$ cat config.mk
export PLATFORM = sky130hd
export DESIGN_NAME = cas_stage
export DESIGN_NICKNAME = d
export VERILOG_FILES = /design/src/rtl/topk_pkg.sv /design/src/rtl/cas_kv_cmp.sv /design/src/rtl/cas_stage.sv
export SDC_FILE = /design/constraint.sdc
export NUM_CORES = 1
export LEC_CHECK = 0
export CORE_MARGIN = 2
export CORE_UTILIZATION = 50
export CTS_BUF_LIST = sky130_fd_sc_hd__clkbuf_16
export CTS_CLUSTER_DIAMETER = 50
export CTS_CLUSTER_SIZE = 25
export DETAILED_ROUTE_END_ITERATION = 8
export GPL_TIMING_DRIVEN = 0
export PLACE_DENSITY = 0.75
export SYNTH_ARGS = -nofsm -noshare
export SYNTH_HDL_FRONTEND = slang
export SYNTH_HIERARCHICAL = 1
export SYNTH_SLANG_ARGS = --single-unit
$ cat constraint.sdc
create_clock -name clk_i -period 7.5 [get_ports clk_i]
set_input_delay 1.125 -clock clk_i [delete_from_list [all_inputs] [get_ports clk_i]]
set_output_delay 1.125 -clock clk_i [all_outputs]
set_load 0.005 [all_outputs]
$ cat src/rtl/topk_pkg.sv
// -----------------------------------------------------------------------------
// topk_pkg
// Shared types for the top-k sorting network.
//   ctrl_t : per-beat control word carried alongside the data
//            (sign_ctrl: 0 = unsigned key compare, 1 = signed key compare)
//   dir_e  : per-pair sort direction (ASCEND / DESCEND)
//   kv_t   : one key/index lane at the package default widths
//   lo_lane: lane number of the "lo" element of compare pair p
// -----------------------------------------------------------------------------
package topk_pkg;

    localparam int KEY_W = 8;
    localparam int IDX_W = 8;

    typedef struct packed {
        logic [3:0] layer;      // network layer tag, passed through untouched
        logic       sign_ctrl;  // 1 = keys are two's complement
    } ctrl_t;

    typedef enum logic {
        ASCEND  = 1'b0,
        DESCEND = 1'b1
    } dir_e;

    typedef struct packed {
        logic [KEY_W-1:0] key;
        logic [IDX_W-1:0] idx;
    } kv_t;

    // Pairs are numbered by increasing lo lane. Lanes come in blocks of
    // 2*stride: the first half of each block are lo lanes, the second half
    // their hi partners.
    function automatic int lo_lane(input int p, input int stride);
        return (p / stride) * 2 * stride + (p % stride);
    endfunction

endpackage

$ cat src/rtl/cas_kv_cmp.sv
// -----------------------------------------------------------------------------
// cas_kv_cmp
// Combinational compare-and-swap for one key/index pair with stable
// tie-breaking: on equal keys the smaller index goes first in both directions.
//   i_sign            : 1 = signed key compare
//   i_dir             : 0 = ascending, 1 = descending
//   i_lo_key/i_lo_idx : element in the lo lane
//   i_hi_key/i_hi_idx : element in the hi lane
//   o_lo_*/o_hi_*     : ordered pair
//   o_swap            : 1 when the elements were exchanged
// -----------------------------------------------------------------------------
module cas_kv_cmp
    import topk_pkg::*;
#(
    parameter int DATAWIDTH = KEY_W,
    parameter int IDXWIDTH  = IDX_W
) (
    input  logic                 i_sign,
    input  logic                 i_dir,
    input  logic [DATAWIDTH-1:0] i_lo_key,
    input  logic [IDXWIDTH-1:0]  i_lo_idx,
    input  logic [DATAWIDTH-1:0] i_hi_key,
    input  logic [IDXWIDTH-1:0]  i_hi_idx,
    output logic [DATAWIDTH-1:0] o_lo_key,
    output logic [IDXWIDTH-1:0]  o_lo_idx,
    output logic [DATAWIDTH-1:0] o_hi_key,
    output logic [IDXWIDTH-1:0]  o_hi_idx,
    output logic                 o_swap
);

    logic w_key_lt;   // hi key < lo key
    logic w_key_gt;   // hi key > lo key
    logic w_key_eq;
    logic w_idx_lt;   // hi idx < lo idx (tie-break, always ascending)

    assign w_key_lt = i_sign ? ($signed(i_hi_key) < $signed(i_lo_key)) : (i_hi_key < i_lo_key);
    assign w_key_gt = i_sign ? ($signed(i_hi_key) > $signed(i_lo_key)) : (i_hi_key > i_lo_key);
    assign w_key_eq = (i_hi_key == i_lo_key);
    assign w_idx_lt = (i_hi_idx < i_lo_idx);

    // Swap only when hi strictly precedes lo; a full tie keeps the order.
    assign o_swap = ((dir_e'(i_dir) == DESCEND) ? w_key_gt : w_key_lt) | (w_key_eq & w_idx_lt);

    assign o_lo_key = o_swap ? i_hi_key : i_lo_key;
    assign o_lo_idx = o_swap ? i_hi_idx : i_lo_idx;
    assign o_hi_key = o_swap ? i_lo_key : i_hi_key;
    assign o_hi_idx = o_swap ? i_lo_idx : i_hi_idx;

endmodule

$ cat src/rtl/cas_stage.sv
// -----------------------------------------------------------------------------
// cas_stage
// One elastic compare-and-swap layer of the top-k sorting network.
// NUM_LANES key/index lanes are paired at distance STRIDE, each pair is
// ordered by a cas_kv_cmp, and the result is registered behind a
// valid/ready handshake with a one-entry skid buffer.
//   clk_i, rstn_i     : clock, asynchronous active-low reset
//   flush_i           : synchronous flush, drops all held beats
//   valid_i / ready_o : input handshake (ready_o comes straight from a flop)
//   ctrl_i, dir_i     : per-beat control and per-pair direction
//   key_i, idx_i      : packed lanes, lane i at [i*W +: W]
//   valid_o / ready_i : output handshake
//   ctrl_o, key_o,
//   idx_o, swap_o     : registered result and per-pair swap flags
// -----------------------------------------------------------------------------
module cas_stage
    import topk_pkg::*;
#(
    parameter  int DATAWIDTH = 8,
    parameter  int IDXWIDTH  = 8,
    parameter  int NUM_LANES = 8,
    parameter  int STRIDE    = 1,
    localparam int NUM_PAIRS = NUM_LANES / 2
) (
    input  logic                           clk_i,
    input  logic                           rstn_i,
    input  logic                           flush_i,
    input  logic                           valid_i,
    output logic                           ready_o,
    input  ctrl_t                          ctrl_i,
    input  logic [NUM_PAIRS-1:0]           dir_i,
    input  logic [NUM_LANES*DATAWIDTH-1:0] key_i,
    input  logic [NUM_LANES*IDXWIDTH-1:0]  idx_i,
    output logic                           valid_o,
    input  logic                           ready_i,
    output ctrl_t                          ctrl_o,
    output logic [NUM_LANES*DATAWIDTH-1:0] key_o,
    output logic [NUM_LANES*IDXWIDTH-1:0]  idx_o,
    output logic [NUM_PAIRS-1:0]           swap_o
);

    typedef struct packed {
        ctrl_t                          ctrl;
        logic [NUM_LANES*DATAWIDTH-1:0] key;
        logic [NUM_LANES*IDXWIDTH-1:0]  idx;
        logic [NUM_PAIRS-1:0]           swap;
    } beat_t;

    logic [NUM_LANES*DATAWIDTH-1:0] w_key_sw;
    logic [NUM_LANES*IDXWIDTH-1:0]  w_idx_sw;
    logic [NUM_PAIRS-1:0]           w_swap;
    beat_t                          w_new;
    logic                           w_accept;
    logic                           w_out_free;

    beat_t r_out;
    logic  r_out_valid;
    beat_t r_skid;
    logic  r_skid_valid;

    // Every lane belongs to exactly one pair, so the swapped vectors are
    // fully driven by the comparator instances.
    for (genvar p = 0; p < NUM_PAIRS; p++) begin : g_pair
        localparam int LO = lo_lane(p, STRIDE);
        localparam int HI = LO + STRIDE;

        cas_kv_cmp #(
            .DATAWIDTH (DATAWIDTH),
            .IDXWIDTH  (IDXWIDTH)
        ) u_cmp (
            .i_sign   (ctrl_i.sign_ctrl),
            .i_dir    (dir_i[p]),
            .i_lo_key (key_i[LO*DATAWIDTH +: DATAWIDTH]),
            .i_lo_idx (idx_i[LO*IDXWIDTH  +: IDXWIDTH]),
            .i_hi_key (key_i[HI*DATAWIDTH +: DATAWIDTH]),
            .i_hi_idx (idx_i[HI*IDXWIDTH  +: IDXWIDTH]),
            .o_lo_key (w_key_sw[LO*DATAWIDTH +: DATAWIDTH]),
            .o_lo_idx (w_idx_sw[LO*IDXWIDTH  +: IDXWIDTH]),
            .o_hi_key (w_key_sw[HI*DATAWIDTH +: DATAWIDTH]),
            .o_hi_idx (w_idx_sw[HI*IDXWIDTH  +: IDXWIDTH]),
            .o_swap   (w_swap[p])
        );
    end

    assign w_new      = '{ctrl: ctrl_i, key: w_key_sw, idx: w_idx_sw, swap: w_swap};
    assign w_accept   = valid_i & ~r_skid_valid;
    // The output register may load this cycle: empty, or its beat leaves now.
    assign w_out_free = ~r_out_valid | ready_i;

    // NOTE: state is written with non-blocking assignments so every flop
    // samples pre-edge values regardless of block evaluation order.
    always_ff @(posedge clk_i or negedge rstn_i) begin
        if (!rstn_i) begin
            r_out        <= '0;
            r_out_valid  <= 1'b0;
            r_skid_valid <= 1'b0;
        end else if (flush_i) begin
            r_out_valid  <= 1'b0;
            r_skid_valid <= 1'b0;
        end else if (w_out_free) begin
            if (r_skid_valid) begin
                // ready_o was low, so no input can be accepted this cycle.
                r_out        <= r_skid;
                r_out_valid  <= 1'b1;
                r_skid_valid <= 1'b0;
            end else begin
                r_out_valid <= w_accept;
                if (w_accept) begin
                    r_out <= w_new;
                end
            end
        end else if (w_accept) begin
            r_skid_valid <= 1'b1;
        end
    end

    // NOTE: the skid payload has no reset; it is only ever observed behind
    // r_skid_valid, which is reset.
    always_ff @(posedge clk_i) begin
        if (w_accept && !w_out_free) begin
            r_skid <= w_new;
        end
    end

    assign ready_o = ~r_skid_valid;
    assign valid_o = r_out_valid;
    assign ctrl_o  = r_out.ctrl;
    assign key_o   = r_out.key;
    assign idx_o   = r_out.idx;
    assign swap_o  = r_out.swap;

endmodule

== Word-level counts from Yosys, hierarchy flattened ==
Cells that the tools add are included.

* Equality and inequality tests: 4
* Bitwise operators: 13
* $lt $le $gt $ge: 20
* Muxes and demuxes: 36
* Reduce and logical (&&, ||, !) cells: 6

{| class="wikitable"
|+ Operator list
! cell !! count
|-
| two-way mux 137 bit || 2
|-
| two-way mux 8 bit || 16
|-
| < comparator 8 bit || 12
|-
| > comparator 8 bit || 8
|-
| equality test 8 bit || 4
|-
| two-way mux 1 bit || 18
|-
| bitwise AND 1 bit || 5
|-
| OR 1 bit || 5
|-
| nonzero test 2 bit || 2
|-
| NOT 1 bit || 3
|-
| AND reduction 3 bit || 1
|-
| nonzero test 3 bit || 1
|-
| logical AND 1 bit || 1
|-
| logical NOT 1 bit || 1
|}

* Word-level logic and storage cells: 91
* Output and inout port bits: 139
* Flip-flop bits (word level): 276

== Depth between registers and ports, before layout ==
Gate-level depths: netlist of the first run.

* Word-level depth: 7
* Depth in mapped cells: 12
* Gate-level depth less buffers: 10

== Cells and area by module ==
The synthesis of the first run kept the hierarchy.

{| class="wikitable"
|+ By module, submodules not included
! module !! area an instance (µm²) !! cells an instance !! instances
|-
| cas_stage || 11564.8 || 588 || 1
|-
| cas_kv_cmp || 1296.2 || 206 || 4
|}

== Worst setup path after synthesis of the first run ==
No wires, ideal clock.

* Kind: input to register
* Start: in ready_i
* End: reg r_skid[0] in the netlist's numbering, enable pin
* Data required time: 6.987 ns
* Data arrival time: 4.579 ns
* Cell stages on the path: 2
* Setup slack: 2.407 ns
* Path through: nor2b_1 and3_1

* Word-level cells in the longest chain between the ends: 3

{| class="wikitable"
|+ RTL lines
! element !! line !! source
|-
| start, declared || cas_stage.sv:35 || <nowiki>input logic ready_i,</nowiki>
|-
| OR 1 bit || cas_stage.sv:88 || <nowiki>assign w_out_free = ~r_out_valid | ready_i;</nowiki>
|-
| logical NOT 1 bit || cas_stage.sv:120 || <nowiki>if (w_accept && !w_out_free) begin</nowiki>
|-
| logical AND 1 bit || cas_stage.sv:120 ||
|-
| end signal, assigned || cas_stage.sv:121 || <nowiki>r_skid <= w_new;</nowiki>
|-
| end, declared || cas_stage.sv:58 || <nowiki>beat_t r_skid;</nowiki>
|}

No other way between the ends.
A chain may end at the register's enable or synchronous reset.

== Worst setup path in the final report of the first run ==
* Start: in key_i[7]
* End: reg r_out, in the netlist key_o[6]

* Word-level cells in the longest chain between the ends: 7
* Elaborated cells between the ends (all ways): 13

{| class="wikitable"
|+ RTL lines
! element !! line !! source
|-
| start, declared || cas_stage.sv:32 || <nowiki>input logic [NUM_LANES*DATAWIDTH-1:0] key_i,</nowiki>
|-
| < comparator 8 bit / > comparator 8 bit (equally long branches) || cas_kv_cmp.sv:36, cas_kv_cmp.sv:37 ||
|-
| two-way mux 1 bit, on equally long branches || cas_kv_cmp.sv:36, cas_kv_cmp.sv:37 ||
|-
| two-way mux 1 bit || cas_kv_cmp.sv:42 || <nowiki>assign o_swap = ((dir_e'(i_dir) == DESCEND) ? w_key_gt : w_key_lt) | (w_key_eq & w_idx_lt);</nowiki>
|-
| OR 1 bit (*) || cas_kv_cmp.sv:42 ||
|-
| two-way mux 8 bit (*) || cas_kv_cmp.sv:44 || <nowiki>assign o_lo_key = o_swap ? i_hi_key : i_lo_key;</nowiki>
|-
| via w_key_sw[6] || cas_stage.sv:49 || <nowiki>logic [NUM_LANES*DATAWIDTH-1:0] w_key_sw;</nowiki>
|-
| two-way mux 137 bit (*) || cas_stage.sv:108 || <nowiki>if (w_accept) begin</nowiki>
|-
| two-way mux 137 bit (*) || cas_stage.sv:101 || <nowiki>if (r_skid_valid) begin</nowiki>
|-
| end signal, assigned || cas_stage.sv:103 || <nowiki>r_out <= r_skid;</nowiki>
|-
| end signal, assigned || cas_stage.sv:109 || <nowiki>r_out <= w_new;</nowiki>
|-
| end, declared || cas_stage.sv:56 || <nowiki>beat_t r_out;</nowiki>
|}

The timed path passes the listed nets; every way through them passes the cells marked *. The select of a mux whose other input is x is not followed.

==> qor.csv, run 1 <==
stage,metric,value,unit
critical_path,cp-start-kind,primary input,
sta,rsz0062_at_grt,false,
critical_path,crit_type,primary input to flop,
synth,synth_cell_types,40,
synth,syn_inst,1412,
synth,synth_area_leaders,"edfxtp_1 25%, dfrtp_1 21%, mux2_4 12%",
route,antenna_left,0,
route,dr_total_vias,12640,
clock_network,cts_resized,0,
die,die_area,34980,um^2
route,drtPass1Iterations,6,
run,maxCapViolCount,0,
sta,setup_violations,0,
global_routing,overflow,0,
placement,dp_cells,2143,
sta,skew,0.01053,ns
clock_network,post_cts_buffers,0,
synth,synthTopCellsByCount,"272 x nand2_1, 144 x mux2_2, 139 x dfrtp_1",
route,post_drt_wl_per_cell,20.11,um
final_layout,multi_input_area,8077,um^2
final_layout,finish.utilization,0.6369,
min_path,hold_path.class,flop to flop,
sta,hold_slack,0.5063,ns
synth,async_flop_share,0.5036,
clock_network,cts_root_buffer,clkbuf_16,
clock_network,path_clk_slew,0.07,ns
synth,syn-mean-instance-area,11.86,um^2
power_and_ir_drop,peakVddDrop,0.1662,mV
critical_path,critPathRequiredTime,7.96,ns
clock_network,tritoncts,built,
synth,syn_nets,1614,
sta,fmax,0.2592,GHz
die,die_h,187.0,um
global_routing,grt_antenna_before_repair,2,
global_routing,use_met3,0.04953,
route,dr.first_iter.drc_count,974,
route,via_per_inst,5.741,
synth,netlist_area,16750,um^2
global_routing,first_global_vias,12610,
sta,timing.final.crit_period,3.857,ns
die,io_pins,281,
min_path,hold_path_depth,1,
die,initial_core_util,0.5033,
route,routed_wl,44.26,mm
placement,hpwlAfterDp,31.64,mm
clock_network,cts.sinks,276,
critical_path,crit_fanout,10,
final_layout,nets,1930,
global_routing,grt_use_met1,0.3358,
clock_network,h-tree-depth,1,
sta,finalCritPeriodShare,0.5143,
route,drcViolationCount,0,
final_layout,finalNonFillerCells,2201,
final_layout,syn2layout_area_growth,26.54,%
global_routing,grt-busiest-layer,met2,
sta,slew_headroom,0.4573,
clock_network,cts_buffers,31,
critical_path,cp-end-kind,flop,
clock_network,hold_buffers,0,
global_routing,grt_start_max_net_pins,83,
placement,gp_congestion,0.8641,
sta,drv_slew,0,
synth,yosysMostFrequentCell,nand2_1,
global_routing,use_met2,0.4088,
synth,yosys.area.top_type,edfxtp_1,
synth,yosysTopAreaCellShare,0.2456,
critical_path,arrival,4.31,ns
synth,synth_edf_count,137,
synth,yosysWarningCount,6,
die,die_w,187.0,um
synth,synth_seq_cells,276,
power_and_ir_drop,leakage,8.488,nW
power_and_ir_drop,p_per_area,239.1,nW/um^2
clock_network,clock_path_buffers,3,
global_routing,grt_first_pass_wirelength,70.01,mm
critical_path,rr_worst_depth,5,
power_and_ir_drop,fin_total_pwr,5.067,mW
die,core-area,33280,um^2
sta,final-hold-violation-count,0,
final_layout,drive_above_1_share,0.2517,
sta,fin_setup_tns,0,ns
global_routing,grt_use_total,0.2492,
final_layout,regArea,7592,um^2
synth,synth_ff_type,dfrtp_1,
placement,port_buffers,280,
final_layout,fillers,2594,
critical_path,rrSetupSlack,5.28,ns
die,num_rows,67,
run_status,status,"complete, no violations",
clock_network,clock_latency,0.58,ns
synth,ys_seq_area_frac,0.4533,
sta,worst-slew-pin-transition,0.8140,ns
-- cells by family after synthesis --
| kind of cell | count (synthesis) | synth area share |
|---|---|---|
| and+or+nand+nor | 326 | 0.08329 |
| AOI/OAI and AO/OA | 305 | 0.1360 |
| muxes | 278 | 0.2157 |
| DFF | 276 | 0.4533 |
| buffers and inverters | 163 | 0.06484 |
| adders and majority gates | 60 | 0.04482 |
| xor gates and xnor gates | 4 | 0.002091 |
-- cell usage in the layout (no fill, tap or decap), types with 13 or more instances in the layout --
cell,instances
nand2_1,272
clkbuf_1,13
ha_1,60
mux2_2,144
mux2_4,130
dfrtp_1,139
clkbuf_16,31
inv_1,68
a21oi_1,13
edfxtp_1,137
clkdlybuf4s50_1,279
a221o_1,120
o21ai_0,132
buf_2,36
buf_6,31
-- worst max-delay path, stage by stage --
cell and delay [ns]:
clkdlybuf4s50_1 0.58, inv_1 0.07, ha_1 0.34, nand4_1 0.17, nor3_2 0.32, o2111a_1 0.28, clkbuf_1 0.37, o21ai_0 0.17
a221o_1 0.34, mux2_2 0.28, mux2_4 0.26
-- routing by layer --
metal	wire length [um]	vias to the layer above
li1	-	5897
met1	19260	6162
met2	20520	487
met3	3262	89
met4	1203	2
met5	13	-
-- cell type report --
class | count | share of cell area
Clock inverter | 26 | 0.01015
Clock buffer | 31 | 0.03660
Antenna cell | 1 | 0.0001181
Timing Repair Buffer | 283 | 0.1362
Sequential cell | 276 | 0.3582
Buffer | 98 | 0.03973
Multi-Input combinational cell | 973 | 0.3811
Tap cell | 448 | 0.02645
Inverter | 65 | 0.01151
-- final timing paths --
kind | start | end
setup / recovery | key_i[7] | key_o[6]$_DFFE_PN0P_
max in group asynchronous | rstn_i | idx_o[61]$_DFFE_PN0P_
hold reg to reg | key_o[54]$_DFFE_PN0P_ | key_o[54]$_DFFE_PN0P_
min in group asynchronous | rstn_i | idx_o[30]$_DFFE_PN0P_
setup reg to reg | r_skid_valid$_DFFE_PN0P_ | r_skid[39]$_DFFE_PP_
hold / removal | key_o[54]$_DFFE_PN0P_ | key_o[54]$_DFFE_PN0P_
-- registers in the layout, indices dropped and copies added (netlist names) --
signal and count:
idx_o 64, swap_o 4, r_skid 137, valid_o 1, ctrl_o 5, r_skid_valid 1, key_o 64
-- per-stage QoR --
step	cell area [um^2]	setup WS, ns
5_1_grt	21190	3.440
3_5_place_dp	20200	3.105
6_report	21200	3.643
4_1_cts	21190	3.687
2_1_floorplan	16750	2.407
3_3_place_gp	20110	-0.7690
-- report_power, final --
| group | internal, mW | switching [mW] | leakage [nW] | total [mW] |
|---|---|---|---|---|
| Combinational | 1.01 | 0.582 | 5.05 | 1.59 |
| Clock | 0.783 | 0.691 | 0.499 | 1.47 |
| Sequential | 1.86 | 0.141 | 2.94 | 2.01 |
| Total | 3.65 | 1.41 | 8.49 | 5.07 |
Power figures use the tool's default switching activity.
==> inputs of run 2 (changes only) <==
--- a/config.mk
+++ b/config.mk
@@ -6,13 +6,13 @@
 export NUM_CORES = 1
 export LEC_CHECK = 0
 export CORE_MARGIN = 2
-export CORE_UTILIZATION = 50
+export CORE_UTILIZATION = 49
 export CTS_BUF_LIST = sky130_fd_sc_hd__clkbuf_16
 export CTS_CLUSTER_DIAMETER = 50
 export CTS_CLUSTER_SIZE = 25
 export DETAILED_ROUTE_END_ITERATION = 8
 export GPL_TIMING_DRIVEN = 0
-export PLACE_DENSITY = 0.75
+export PLACE_DENSITY = 0.76
 export SYNTH_ARGS = -nofsm -noshare
 export SYNTH_HDL_FRONTEND = slang
 export SYNTH_HIERARCHICAL = 1
==> constraint.sdc (replaced) <==
create_clock -name clk_i -period 3.5 [get_ports clk_i]
set_input_delay 0.525 -clock clk_i [delete_from_list [all_inputs] [get_ports clk_i]]
set_output_delay 0.525 -clock clk_i [all_outputs]
set_load 0.005 [all_outputs]
==> run 2 against run 1 <==
Effect of this change: via count increased by 0.85%; critical path depth increased by 1; count of clock-buffer cells in the layout increased by 6; clock power increased by 140%; flip-flop and latch count unchanged; total power increased by 120%; combinational power increased by 110%; global-route usage decreased by 0.19 points; first-iteration DRC count decreased by 19%; utilization decreased by 0.23 points; critical endpoint is now key_o[12]$_DFFE_PN0P_; largest cell class unchanged.
==> qor.csv, run 2 (synthesis results as in run 1) <==
stage,metric,value,unit,change
placement,dpl_cell_area,20200,um^2,unchanged
clock_network,cts.sinks,276,,unchanged
sta,finalCritPeriodShare,0.9552,,
critical_path,reg2reg_to,r_skid[39]$_DFFE_PP_,,unchanged
clock_network,hold_buffers,0,,unchanged
route,routed_wl,44.61,mm,was 44.26 mm
run,maxCapViolCount,0,,unchanged
final_layout,layout_commonest_cell,clkdlybuf4s50_1,,unchanged
critical_path,rr_worst_depth,6,,was 5
route,antenna_left,0,,unchanged
sta,fin_ws,0.1567,ns,was 3.643 ns
critical_path,crit_family,buffers and inverters,,unchanged
sta,worst-slew-pin-transition,0.7481,ns,was 0.8140 ns
sta,setup_violations,0,,unchanged
global_routing,overflow,0,,unchanged
sta,final-hold-violation-count,0,,unchanged
final_layout,nets,1933,,was 1930
placement,gp_congestion,0.9042,,was 0.8641
global_routing,grt_use_total,0.2473,,was 0.2492
die,initial_core_util,0.4983,,was 0.5033
global_routing,grt_antenna_before_repair,0,,was 2
critical_path,critPathRequiredTime,3.90,ns,was 7.96 ns
die,num_rows,67,,unchanged
global_routing,grt_start_max_net_pins,73,,was 83
critical_path,arrival,3.74,ns,was 4.31 ns
critical_path,rrSetupSlack,1.07,ns,was 5.28 ns
sta,slew_headroom,0.4997,,was 0.4573
final_layout,fin_area,21330,um^2,was 21200 um^2
final_layout,diodes,0,,was 1
die,die_w,188.9,um,was 187.0 um
clock_network,clock_path_buffers,3,,unchanged
final_layout,finish.utilization,0.6345,,was 0.6369
final_layout,regArea,7592,um^2,unchanged
power_and_ir_drop,p_per_area,523.4,nW/um^2,was 239.1 nW/um^2
sta,hold_slack,0.002281,ns,was 0.5063 ns
final_layout,top_register,r_skid,,unchanged
final_layout,multi_input_area,8083,um^2,was 8077 um^2
sta,fmax,0.2991,GHz,
route,drcViolationCount,0,,unchanged
sta,timing.final.crit_period,3.343,ns,
final_layout,drive_above_1_share,0.2540,,was 0.2517
die,core-area,33620,um^2,was 33280 um^2
route,drtPass1Iterations,6,,unchanged
placement,post-place-ws,-0.3493,ns,was 3.105 ns
clock_network,cts_root_buffer,clkbuf_16,,unchanged
die,die_area,35680,um^2,was 34980 um^2
final_layout,final_cell_mix,"279 x clkdlybuf4s50_1, 272 x nand2_1, 144 x mux2_2",,unchanged
critical_path,endpoint,key_o[12]$_DFFE_PN0P_,,was key_o[6]$_DFFE_PN0P_
critical_path,path_buf_inv,4,,was 3
final_layout,largest_reg_flops,137,,unchanged
critical_path,rr_startpoint,r_skid_valid$_DFFE_PN0P_,,unchanged
clock_network,h-tree-depth,2,,was 1
final_layout,syn2layout_area_growth,27.35,%,was 26.54%
critical_path,cp-end-kind,flop,,unchanged
die,io_pins,281,,unchanged
critical_path,cp-start-kind,primary input,,unchanged
critical_path,critPathLaunch,key_i[7],,unchanged
clock_network,path_clk_slew,0.06,ns,was 0.07 ns
placement,port_buffers,280,,unchanged
critical_path,critPathSlowestCell,clkdlybuf4s50_1,,unchanged
power_and_ir_drop,fin_total_pwr,11.16,mW,was 5.067 mW
route,dr.first_iter.drc_count,789,,was 974
critical_path,crit_fanout,10,,unchanged
clock_network,cts_buffers,34,,was 31
route,dr_total_vias,12740,,was 12640
sta,skew,0.01276,ns,was 0.01053 ns
critical_path,crit_type,primary input to flop,,unchanged
power_and_ir_drop,leakage,8.547,nW,was 8.488 nW
critical_path,crit_chain,"clkdlybuf4s50_1, inv_1, ha_1, nand4_1, nor3_4, o2111a_1, buf_4, buf_2, o21ai_0, a221o_1, mux2_2, mux2_4",,"was clkdlybuf4s50_1, inv_1, ha_1, nand4_1, nor3_2, o2111a_1, clkbuf_1, o21ai_0, a221o_1, mux2_2, mux2_4"
clock_network,clock_latency,0.52,ns,was 0.58 ns
power_and_ir_drop,peakVddDrop,0.3743,mV,was 0.1662 mV
min_path,hold_path.class,primary input to asynchronous set/reset pin,,was flop to flop
placement,hpwlAfterDp,32.08,mm,was 31.64 mm
global_routing,first_global_vias,12870,,was 12610
sta,drv_slew,0,,unchanged
run_status,status,"complete, no violations",,unchanged
route,via_per_inst,5.782,,was 5.741
critical_path,worstSetupPathDepth,12,,was 11
sta,rsz0062_at_grt,false,,unchanged
die,die_h,188.9,um,was 187.0 um
clock_network,tritoncts,built,,unchanged
route,post_drt_wl_per_cell,20.24,um,was 20.11 um
global_routing,grt_first_pass_wirelength,70.68,mm,was 70.01 mm
final_layout,fillers,2574,,was 2594
critical_path,crit_path_max_incr_delay,0.59,ns,was 0.58 ns
==> run 2: changes by cell type in the layout (fill, tap and decap cells not counted), sizes merged <==
cell	change
clkbuf	+6
inv	-3
clkinv	-3
clkinvlp	+4
diode	-1
==> run 2: layout make-up <==
type                            count  area share
Timing Repair Buffer              283      0.1353
Sequential cell                   276      0.3559
Clock inverter                     24    0.009151
Tap cell                          448     0.02628
Inverter                           65     0.01144
Clock buffer                       37     0.04341
Buffer                             98     0.03954
Multi-Input combinational cell    973      0.3789
==> run 2: what timing repair did <==
item | 4_1_cts | 5_1_grt
setup buffers | 0 | 0
gates resized for setup | 0 | 3
setup endpoints to repair | 0 | 4
==> run 2: how the worst min path moves through the flow <==
stage                          startpoint               endpoint  slack (ns)  depth (start not counted)
CTS                                rstn_i  idx_o[30]$_DFFE_PN0P_        0.03                          1
finish                             rstn_i  idx_o[30]$_DFFE_PN0P_       0.002                          1
floorplan                          rstn_i  ctrl_o[0]$_DFFE_PN0P_        0.23                          0
global placement    key_o[55]$_DFFE_PN0P_  key_o[55]$_DFFE_PN0P_        0.49                          1
global route                       rstn_i  idx_o[28]$_DFFE_PN0P_        0.05                          1
detailed placement  key_o[21]$_DFFE_PN0P_  key_o[21]$_DFFE_PN0P_        0.49                          1
==> run 2: metal layers <==
metal  up-vias  track usage  share of wire
li1       5894            -              -
met4         0      0.07121          0.025
met2       501       0.4094           0.47
met5         -            0              0
met1      6264       0.3281           0.43
met3        85      0.05264          0.077
==> run 2: through the flow <==
step	cells	setup TNS, ns
floorplan	1412	0
global placement	2140	-681.99
detailed placement	2143	-29.83
CTS	2204	0
global route	2204	0
finish	2204	0
==> run 2: power breakdown <==
part / internal, mW / leakage (nW) / total, mW / switching (mW)
Sequential: 4.00 / 2.94 / 4.31 / 0.314
Combinational: 2.16 / 5.06 / 3.39 / 1.23
Clock: 1.97 / 0.545 / 3.47 / 1.49
